File: config.mk
export PLATFORM = sky130hd
export DESIGN_NAME = tagged_event_counter_bank
export DESIGN_NICKNAME = d
export VERILOG_FILES = /design/src/rtl/tecb_pkg.sv /design/src/rtl/tecb_channel.sv /design/src/rtl/tagged_event_counter_bank.sv
export SDC_FILE = /design/constraint.sdc
export NUM_CORES = 1
export LEC_CHECK = 0
export ABC_AREA = 1
export CORE_ASPECT_RATIO = 1.1
export CORE_MARGIN = 3
export CORE_UTILIZATION = 45
export CTS_CLUSTER_DIAMETER = 150
export DETAILED_ROUTE_END_ITERATION = 7
export GPL_TIMING_DRIVEN = 0
export PLACE_DENSITY = 0.74
export RECOVER_POWER = 100
export SYNTH_ARGS = -nofsm -noshare
export SYNTH_HDL_FRONTEND = slang
export SYNTH_HIERARCHICAL = 1
export SYNTH_SLANG_ARGS = --single-unit
File: constraint.sdc
create_clock -name clk -period 4.2 [get_ports clk]
set_input_delay 1.26 -clock clk [delete_from_list [all_inputs] [get_ports clk]]
set_output_delay 1.26 -clock clk [all_outputs]
set_load 0.005 [all_outputs]
File: src/rtl/tecb_pkg.sv
// Shared types and helpers for the tagged event counter bank.
// Build option: EVT_COUNT_SAT_EN makes the channel counters saturate instead of wrap.
package tecb_pkg;

    typedef enum logic [1:0] {
        IDLE   = 2'd0,
        SCRUB  = 2'd1,
        COMMIT = 2'd2
    } tecb_state_t;

    // Callers zero-extend their levels to this width so one helper serves any LW.
    localparam int LVL_FN_W = 16;

    function automatic logic lvl_dominates(input logic [LVL_FN_W-1:0] a,
                                           input logic [LVL_FN_W-1:0] b);
        return a >= b;
    endfunction

    function automatic int chw_of(input int n);
        return (n > 1) ? $clog2(n) : 1;
    endfunction

endpackage

File: src/rtl/tecb_channel.sv
// One channel of the bank: event counter plus its committed security level.
// Build option: EVT_COUNT_SAT_EN selects saturating counting; default wraps.
module tecb_channel
    import tecb_pkg::*;
#(
    parameter int CW = 4,
    parameter int LW = 1
) (
    input  logic          clk,
    input  logic          reset,
    input  logic          inc,
    input  logic          clear,
    input  logic          load,
    input  logic [LW-1:0] load_val,
    output logic [CW-1:0] cnt,
    output logic [LW-1:0] lvl
);

    // A clear wins over an increment so a scrubbing channel stays at zero.
    always_ff @(posedge clk) begin
        if (reset) begin
            cnt <= '0;
        end else if (clear) begin
            cnt <= '0;
        end else if (inc) begin
`ifdef EVT_COUNT_SAT_EN
            if (cnt != {CW{1'b1}}) begin
                cnt <= cnt + 1'b1;
            end
`else
            cnt <= cnt + 1'b1;
`endif
        end
    end

    always_ff @(posedge clk) begin
        if (reset) begin
            lvl <= '0;
        end else if (load) begin
            lvl <= load_val;
        end
    end

endmodule

File: src/rtl/tagged_event_counter_bank.sv
// Bank of labelled event counters: level downgrades scrub the counter before committing.
// Build option: EVT_COUNT_SAT_EN (saturating counters, handled in tecb_channel).
module tagged_event_counter_bank
    import tecb_pkg::*;
#(
    parameter int NCH       = 4,
    parameter int CW        = 4,
    parameter int LW        = 1,
    parameter int SCRUB_CYC = 2,
    localparam int CHW      = chw_of(NCH)
) (
    input  logic              clk,
    input  logic              reset,
    input  logic [NCH-1:0]    evt,
    input  logic              lvl_wr_valid,
    output logic              lvl_wr_ready,
    input  logic [CHW-1:0]    lvl_wr_ch,
    input  logic [LW-1:0]     lvl_wr_val,
    input  logic              rd_valid,
    input  logic [CHW-1:0]    rd_ch,
    input  logic [LW-1:0]     rd_lvl,
    output logic              rd_resp_valid,
    output logic [CW-1:0]     rd_data,
    output logic              rd_denied,
    output logic [NCH*LW-1:0] ch_lvl
);

    localparam int SCW = $clog2(SCRUB_CYC + 1);

    tecb_state_t    state;
    tecb_state_t    next_state;
    logic [SCW-1:0] scrub_cnt;
    logic [CHW-1:0] lat_ch;
    logic [LW-1:0]  lat_val;
    logic [CW-1:0]  cnt [NCH];
    logic [LW-1:0]  lvl [NCH];
    logic [NCH-1:0] ch_clear;
    logic [NCH-1:0] ch_load;
    logic [LW-1:0]  load_val;
    logic [LW-1:0]  wr_cur_lvl;
    logic [LW-1:0]  rd_cur_lvl;
    logic [CW-1:0]  rd_cur_cnt;
    logic           wr_in_range;
    logic           rd_in_range;
    logic           accept;
    logic           upgrade;
    logic           downgrade;
    logic           scrub_done;

    assign wr_in_range = {1'b0, lvl_wr_ch} < (CHW+1)'(NCH);
    assign rd_in_range = {1'b0, rd_ch} < (CHW+1)'(NCH);
    assign accept      = lvl_wr_valid && lvl_wr_ready;
    assign scrub_done  = (scrub_cnt == SCW'(SCRUB_CYC - 1));

    always_comb begin
        wr_cur_lvl = '0;
        rd_cur_lvl = '0;
        rd_cur_cnt = '0;
        for (int i = 0; i < NCH; i++) begin
            if (lvl_wr_ch == CHW'(i)) wr_cur_lvl = lvl[i];
            if (rd_ch == CHW'(i)) begin
                rd_cur_lvl = lvl[i];
                rd_cur_cnt = cnt[i];
            end
        end
    end

    assign upgrade   = accept && wr_in_range &&
                       lvl_dominates(LVL_FN_W'(lvl_wr_val), LVL_FN_W'(wr_cur_lvl));
    assign downgrade = accept && wr_in_range &&
                       !lvl_dominates(LVL_FN_W'(lvl_wr_val), LVL_FN_W'(wr_cur_lvl));

    always_ff @(posedge clk) begin
        if (reset) state <= IDLE;
        else       state <= next_state;
    end

    always_comb begin
        next_state = state;
        case (state)
            IDLE:    if (downgrade) next_state = SCRUB;
            SCRUB:   if (scrub_done) next_state = COMMIT;
            COMMIT:  next_state = IDLE;
            default: next_state = IDLE;
        endcase
    end

    // The old level stays in force until the edge that leaves COMMIT.
    always_comb begin
        lvl_wr_ready = (state == IDLE);
        load_val     = (state == COMMIT) ? lat_val : lvl_wr_val;
        ch_clear     = '0;
        ch_load      = '0;
        for (int i = 0; i < NCH; i++) begin
            ch_clear[i] = ((state != IDLE) && (lat_ch == CHW'(i))) ||
                          (downgrade && (lvl_wr_ch == CHW'(i)));
            ch_load[i]  = (upgrade && (lvl_wr_ch == CHW'(i))) ||
                          ((state == COMMIT) && (lat_ch == CHW'(i)));
        end
    end

    always_ff @(posedge clk) begin
        if (reset) begin
            scrub_cnt <= '0;
            lat_ch    <= '0;
            lat_val   <= '0;
        end else if (downgrade) begin
            scrub_cnt <= '0;
            lat_ch    <= lvl_wr_ch;
            lat_val   <= lvl_wr_val;
        end else if (state == SCRUB) begin
            scrub_cnt <= scrub_cnt + 1'b1;
        end
    end

    for (genvar g = 0; g < NCH; g++) begin : g_ch
        tecb_channel #(.CW(CW), .LW(LW)) u_ch (
            .clk      (clk),
            .reset    (reset),
            .inc      (evt[g]),
            .clear    (ch_clear[g]),
            .load     (ch_load[g]),
            .load_val (load_val),
            .cnt      (cnt[g]),
            .lvl      (lvl[g])
        );
        assign ch_lvl[g*LW +: LW] = lvl[g];
    end

    // Reads see the pre-edge counter and level, so same-cycle updates are not visible yet.
    always_ff @(posedge clk) begin
        if (reset) begin
            rd_resp_valid <= 1'b0;
            rd_data       <= '0;
            rd_denied     <= 1'b0;
        end else begin
            rd_resp_valid <= rd_valid;
            if (!rd_valid) begin
                rd_data   <= '0;
                rd_denied <= 1'b0;
            end else if (!rd_in_range ||
                         !lvl_dominates(LVL_FN_W'(rd_lvl), LVL_FN_W'(rd_cur_lvl))) begin
                rd_data   <= '0;
                rd_denied <= 1'b1;
            end else begin
                rd_data   <= rd_cur_cnt;
                rd_denied <= 1'b0;
            end
        end
    end

endmodule

# Word-level counts from Yosys, hierarchy flattened
# Cells that the tools add are included.
# classes
add_sub_neg	5
order_cmp	2
eq_ne	14
muxes	17
bitwise	2
reduce_logical	41
# op_table
op	n
$logic_and 1x1->1	19
$add 4x1->4 const B	4
$mux 4	4
$eq 2x2->1 const B	7
$reduce_or 2->1	6
$eq 2x1->1 const B	5
$mux 1	10
$logic_not 2->1	4
$logic_or 1x1->1	8
$mux 2	2
$pmux 2 s2	1
$reduce_or 3->1	1
$add 2x1->2 const B	1
$ge 1x1->1	2
$ne 2x1->1 const B	1
$ne 2x2->1 const B	1
$not 1->1	2
$reduce_and 2->1	1
$reduce_bool 2->1	1
$logic_not 1->1	1
# word_totals
regBits	33
out_inout_bits	11
elab_cells	96

# Longest topological paths before layout
# logic_depth
depth_word	11
ltp_mapped	9
depth_no_buf	9

# Modules after synthesis
# Netlist, hierarchy kept.
# by_module_without_submodules
mod	n_inst	cells_each	area_per_inst_um2	seq_area_each_um2
tecb_channel	4	26	203.9	100.1
tagged_event_counter_bank	1	132	812.0	260.2

# Worst setup path after synthesis
# Ideal clock, no wire load.
# synth_path
kind	input to register
startpoint	input lvl_wr_ch[1]
endpoint	register g_ch[2].u_ch.lvl
setup_ns	0.086
t_arrival_ns	2.110
t_required_ns	4.114
slack_ns	2.005
stages	9
path_buffers	0
path_cell_list	inv_1 > nand2_2 > nor2_1 > nor2_4 > nand2_1 > nand2_1 > o21ai_0 > nor2_1 > a211oi_1
# synth_between
elab_chain_len	9
# synth_rtl
item	line_no	rtl
start, declared	tagged_event_counter_bank.sv:17	input logic [CHW-1:0] lvl_wr_ch,
$logic_not 2->1	tagged_event_counter_bank.sv:60	if (lvl_wr_ch == CHW'(i)) wr_cur_lvl = lvl[i];
$mux 1 (4 in a row)	tagged_event_counter_bank.sv:60	
$ge 1x1->1	tecb_pkg.sv:16	return a >= b;
$logic_and 1x1->1	tagged_event_counter_bank.sv:68	assign upgrade = accept && wr_in_range &&
$logic_and 1x1->1 (*)	tagged_event_counter_bank.sv:97	ch_load[i] = (upgrade && (lvl_wr_ch == CHW'(i))) ||
$logic_or 1x1->1 (*)	tagged_event_counter_bank.sv:97	
via ch_load[2]	tagged_event_counter_bank.sv:38	logic [NCH-1:0] ch_load;
end signal, assigned	tecb_channel.sv:40	lvl <= load_val;
end, declared	tecb_channel.sv:16	output logic [LW-1:0] lvl
# The timed path passes the listed nets; every way through them passes the cells marked *.
# A chain may end at the register's enable or synchronous reset.

# Worst setup path in the final report
# layout_path
startpoint	input lvl_wr_ch[1]
endpoint	register g_ch[3].u_ch.cnt[0]
# layout_between
elab_chain_len	11
# layout_rtl
item	line_no	rtl
$logic_not 2->1	tagged_event_counter_bank.sv:60	
$mux 1 (4 in a row)	tagged_event_counter_bank.sv:60	
$ge 1x1->1	tecb_pkg.sv:16	
$logic_not 1->1	tagged_event_counter_bank.sv:71	!lvl_dominates(LVL_FN_W'(lvl_wr_val), LVL_FN_W'(wr_cur_lvl));
$logic_and 1x1->1	tagged_event_counter_bank.sv:70	assign downgrade = accept && wr_in_range &&
$logic_and 1x1->1 (*)	tagged_event_counter_bank.sv:96	(downgrade && (lvl_wr_ch == CHW'(i)));
$logic_or 1x1->1 (*)	tagged_event_counter_bank.sv:95	ch_clear[i] = ((state != IDLE) && (lat_ch == CHW'(i))) ||
via ch_clear[3]	tagged_event_counter_bank.sv:37	logic [NCH-1:0] ch_clear;
$reduce_or 2->1 (no source line) (*)	-	
end signal, assigned	tecb_channel.sv:31	cnt <= cnt + 1'b1;
end, declared	tecb_channel.sv:15	output logic [CW-1:0] cnt,
# Marks and branches as above.

==> results.py <==
metrics = {
    "synth": {
        "synthesis.yosys.warnings": 6,
        "synth_seq_area_share": 0.406,
        "syn_inst": 236,
        "avgSynthCellArea_um2": 6.90,
        "yosysUniqueCellTypes": 20,
        "synth_seq_cells": 33,
        "syn_area_mm2": 0.00163,
        "syn_nets": 255,
    },
    "clock_tree": {
        "clock_latency_ns": 0.34,
        "numCtsBuffers": 5,
        "post_cts_resized": 0,
        "cts_sinks": 33,
        "postCtsSetupRepairBufs": 0,
        "cts.clk_slew.worst_paths_ns": 0.10,
        "cts_hold_buf": 0,
        "clk_path_buf_depth": 2,
        "cts_tree": "built",
        "cts-root-buf": "clkbuf_4",
        "htree_levels": 2,
    },
    "finish": {
        "utilization": 0.569,
        "num-nets-final": 284,
        "multi_input_area_um2": 808,
        "nFillCells": 355,
        "seqCellArea_um2": 661,
        "drive_above_1_share": 0.0755,
        "n_antenna_cell": 0,
        "syn_to_final_growth_pct": 19.2,
    },
    "global_route": {
        "grt_pass1_wl_um": 6190,
        "antenna_found_initial": 0,
        "grt_pass1_vias": 1469,
        "grt_max_degree": 14,
        "grt_usage": 0.174,
        "grt_overflow_total": 0,
    },
    "timing": {
        "setup_tns_ns": 0,
        "setup_viol": 0,
        "rsz0062_at_grt": "no",
        "max_freq_mhz": 332,
        "min_period_over_period": 0.718,
        "worstMarginPinSlew_ns": 0.588,
        "relSlewSlack": 0.604,
        "slew_viol_final": 0,
        "hold_violations": 0,
        "min_period_ns": 3.02,
        "skew_ns": 0.00781,
        "timing.final.ws_setup_ns": 1.18,
    },
    "placed_design": {
        "dp_hpwl_um": 2570,
        "portBuffers": 22,
        "place_congestion": 0.821,
        "preCtsSetupSlack_ns": 1.23,
    },
    "route": {
        "drcViolationCount": 0,
        "drtAntennaViolNets": 0,
        "wirelength_um": 3370,
        "viasPerCell": 4.85,
        "route.met3.wl_um": 144,
        "dr_wl_met2_um": 1500,
        "drtIter0Drc": 80,
        "num_vias": 1518,
        "top_layer": "met4",
        "first_pass_iters": 4,
        "wire_per_inst_um": 10.8,
        "wl_met1_um": 1660,
    },
    "power": {
        "finalPower_mw": 0.616,
        "p_leak_nw": 0.833,
        "powerDensity_mw_per_mm2": 318,
        "ir_worst_vdd_v": 0.000157,
    },
    "setup_path": {
        "crit_chain": "dlygate4sd3_1 > inv_1 > nand2_1 > nor2_1 > nor2_1 > nand3_1 > o21ai_0 > nor2_1 > o21ai_0 > a21oi_1",
        "r2r-start": "g_ch[3].u_ch/lvl$_SDFFE_PP0P_",
        "arrival_ns": 3.24,
        "crit_fanout": 8,
        "cp_slowest_cell": "dlygate4sd3_1",
        "cp-startpoint": "lvl_wr_ch[1]",
        "reg2reg_slack_ns": 2.41,
        "r2r-end": "g_ch[3].u_ch/cnt[0]$_SDFFE_PP0P_",
        "cp-end-kind": "register",
        "cpMostUsedCell": "nor2_1",
        "max_stage_delay_ns": 0.64,
        "path_class": "input port to register",
        "r2r_cells": 9,
        "cp-start-kind": "input port",
        "cp.required_ns": 4.42,
    },
    "floorplanning": {
        "die_w_um": 63.3,
        "die_area_mm2": 0.00438,
        "die_h_um": 69.1,
        "io_pins": 25,
        "start_util": 0.477,
        "core-area_mm2": 0.00341,
        "row_count": 22,
    },
    "hold_path": {
        "whs_path_depth": 2,
        "min_to": "lat_val$_SDFFE_PP0P_",
        "hp-class": "register to register",
        "worstHoldStart": "lat_val$_SDFFE_PP0P_",
    },
    "flow_run": {
        "maxCapViolations": 0,
    },
    "run_status": {
        "outcome": "finished, final reports clean",
    },
}
-- worst max-delay path: cells and delay by family --
family	cells	cell delay [ns]
AOI/OAI and AO/OA	3	0.46
and+or+nand+nor	5	0.77
buffers and inverters	2	0.72
-- logic make-up (layout without fill, tap and decap cells) --
logic type	Yosys count	count (layout)	share of synthesized area
flops	33	33	0.406
xor+xnor	1	1	0.00538
simple gates	118	118	0.325
compound gates	44	44	0.141
fa+ha+maj	5	5	0.0384
buf+inv	35	64	0.0838
-- synth_stat cells (all sizes together) --
master | instances | share of area
xnor2 | 1 | 0.0054
clkbuf | 1 | 0.0031
nor2 | 41 | 0.11
ha | 5 | 0.038
a21oi | 14 | 0.043
dfxtp | 33 | 0.41
buf | 1 | 0.0046
a211oi | 4 | 0.018
inv | 33 | 0.076
nand4 | 2 | 0.0077
nor3 | 2 | 0.0061
or2 | 1 | 0.0038
nand2 | 51 | 0.13
nand3 | 21 | 0.072
o21ai | 26 | 0.080
-- metal layers --
metal | vias to the layer above | GRT usage
met1 | 669 | 0.217
li1 | 819 | -
met2 | 24 | 0.276
met3 | 6 | 0.0570
met4 | 0 | 0.0647
met5 | - | 0
-- metrics by stage --
step | hold slack, ns | std cells | cell area (um2)
3_3_place_gp | 0.417 | 306 | 1910
5_1_grt | 0.484 | 313 | 1940
6_report | 0.435 | 313 | 1940
4_1_cts | 0.439 | 313 | 1960
2_1_floorplan | 0.408 | 236 | 1630
3_5_place_dp | 0.424 | 306 | 1910
-- area by class of cell --
cell class | count | area share
Sequential cell | 33 | 0.340
Multi-Input combinational cell | 168 | 0.417
Timing Repair Buffer | 22 | 0.113
Inverter | 33 | 0.0638
Tap cell | 48 | 0.0309
Buffer | 2 | 0.00645
Clock buffer | 7 | 0.0284
-- report_power, final --
group	total (mW)	internal [mW]	switching, mW	leakage, nW
Sequential	0.343	0.328	0.0148	0.269
Clock	0.182	0.0789	0.104	0.0314
Combinational	0.0914	0.0396	0.0517	0.532
Total	0.616	0.446	0.170	0.833
-- flip-flops by register name, indices dropped and copies added, names as in the netlist --
| register | count |
|---|---|
| g_ch.u_ch/lvl | 4 |
| lat_ch | 2 |
| rd_data | 4 |
| scrub_cnt | 2 |
| state | 2 |
| lat_val | 1 |
| rd_denied | 1 |
| rd_resp_valid | 1 |
| g_ch.u_ch/cnt | 16 |
-- layout by cell type (no fill, tap or decap), types with 4 or more instances in the layout --
cell and count:
clkdlybuf4s50_1 9, o21ai_0 26, dlygate4sd3_1 13, nand2_1 47, nor2_2 7, clkbuf_4 5, nand2_2 4, dfxtp_1 33
ha_1 5, nand3_1 21, inv_1 33, a21oi_1 14, a211oi_1 4, nor2_1 34
-- worst max path at each step --
stage                                             endpoint  slack, ns  cells past startpoint
after detailed placement  g_ch[0].u_ch/cnt[0]$_SDFFE_PP0P_       1.23                     10
after global routing      g_ch[1].u_ch/cnt[1]$_SDFFE_PP0P_       0.97                     10
after CTS                                     lvl_wr_ready       1.45                      4
final                     g_ch[3].u_ch/cnt[0]$_SDFFE_PP0P_       1.18                     10
after floorplan              g_ch[2].u_ch/lvl$_SDFFE_PP0P_       2.00                      9
after global placement    g_ch[3].u_ch/cnt[1]$_SDFFE_PP0P_       1.26                     10
Power figures use the tool's default switching activity.
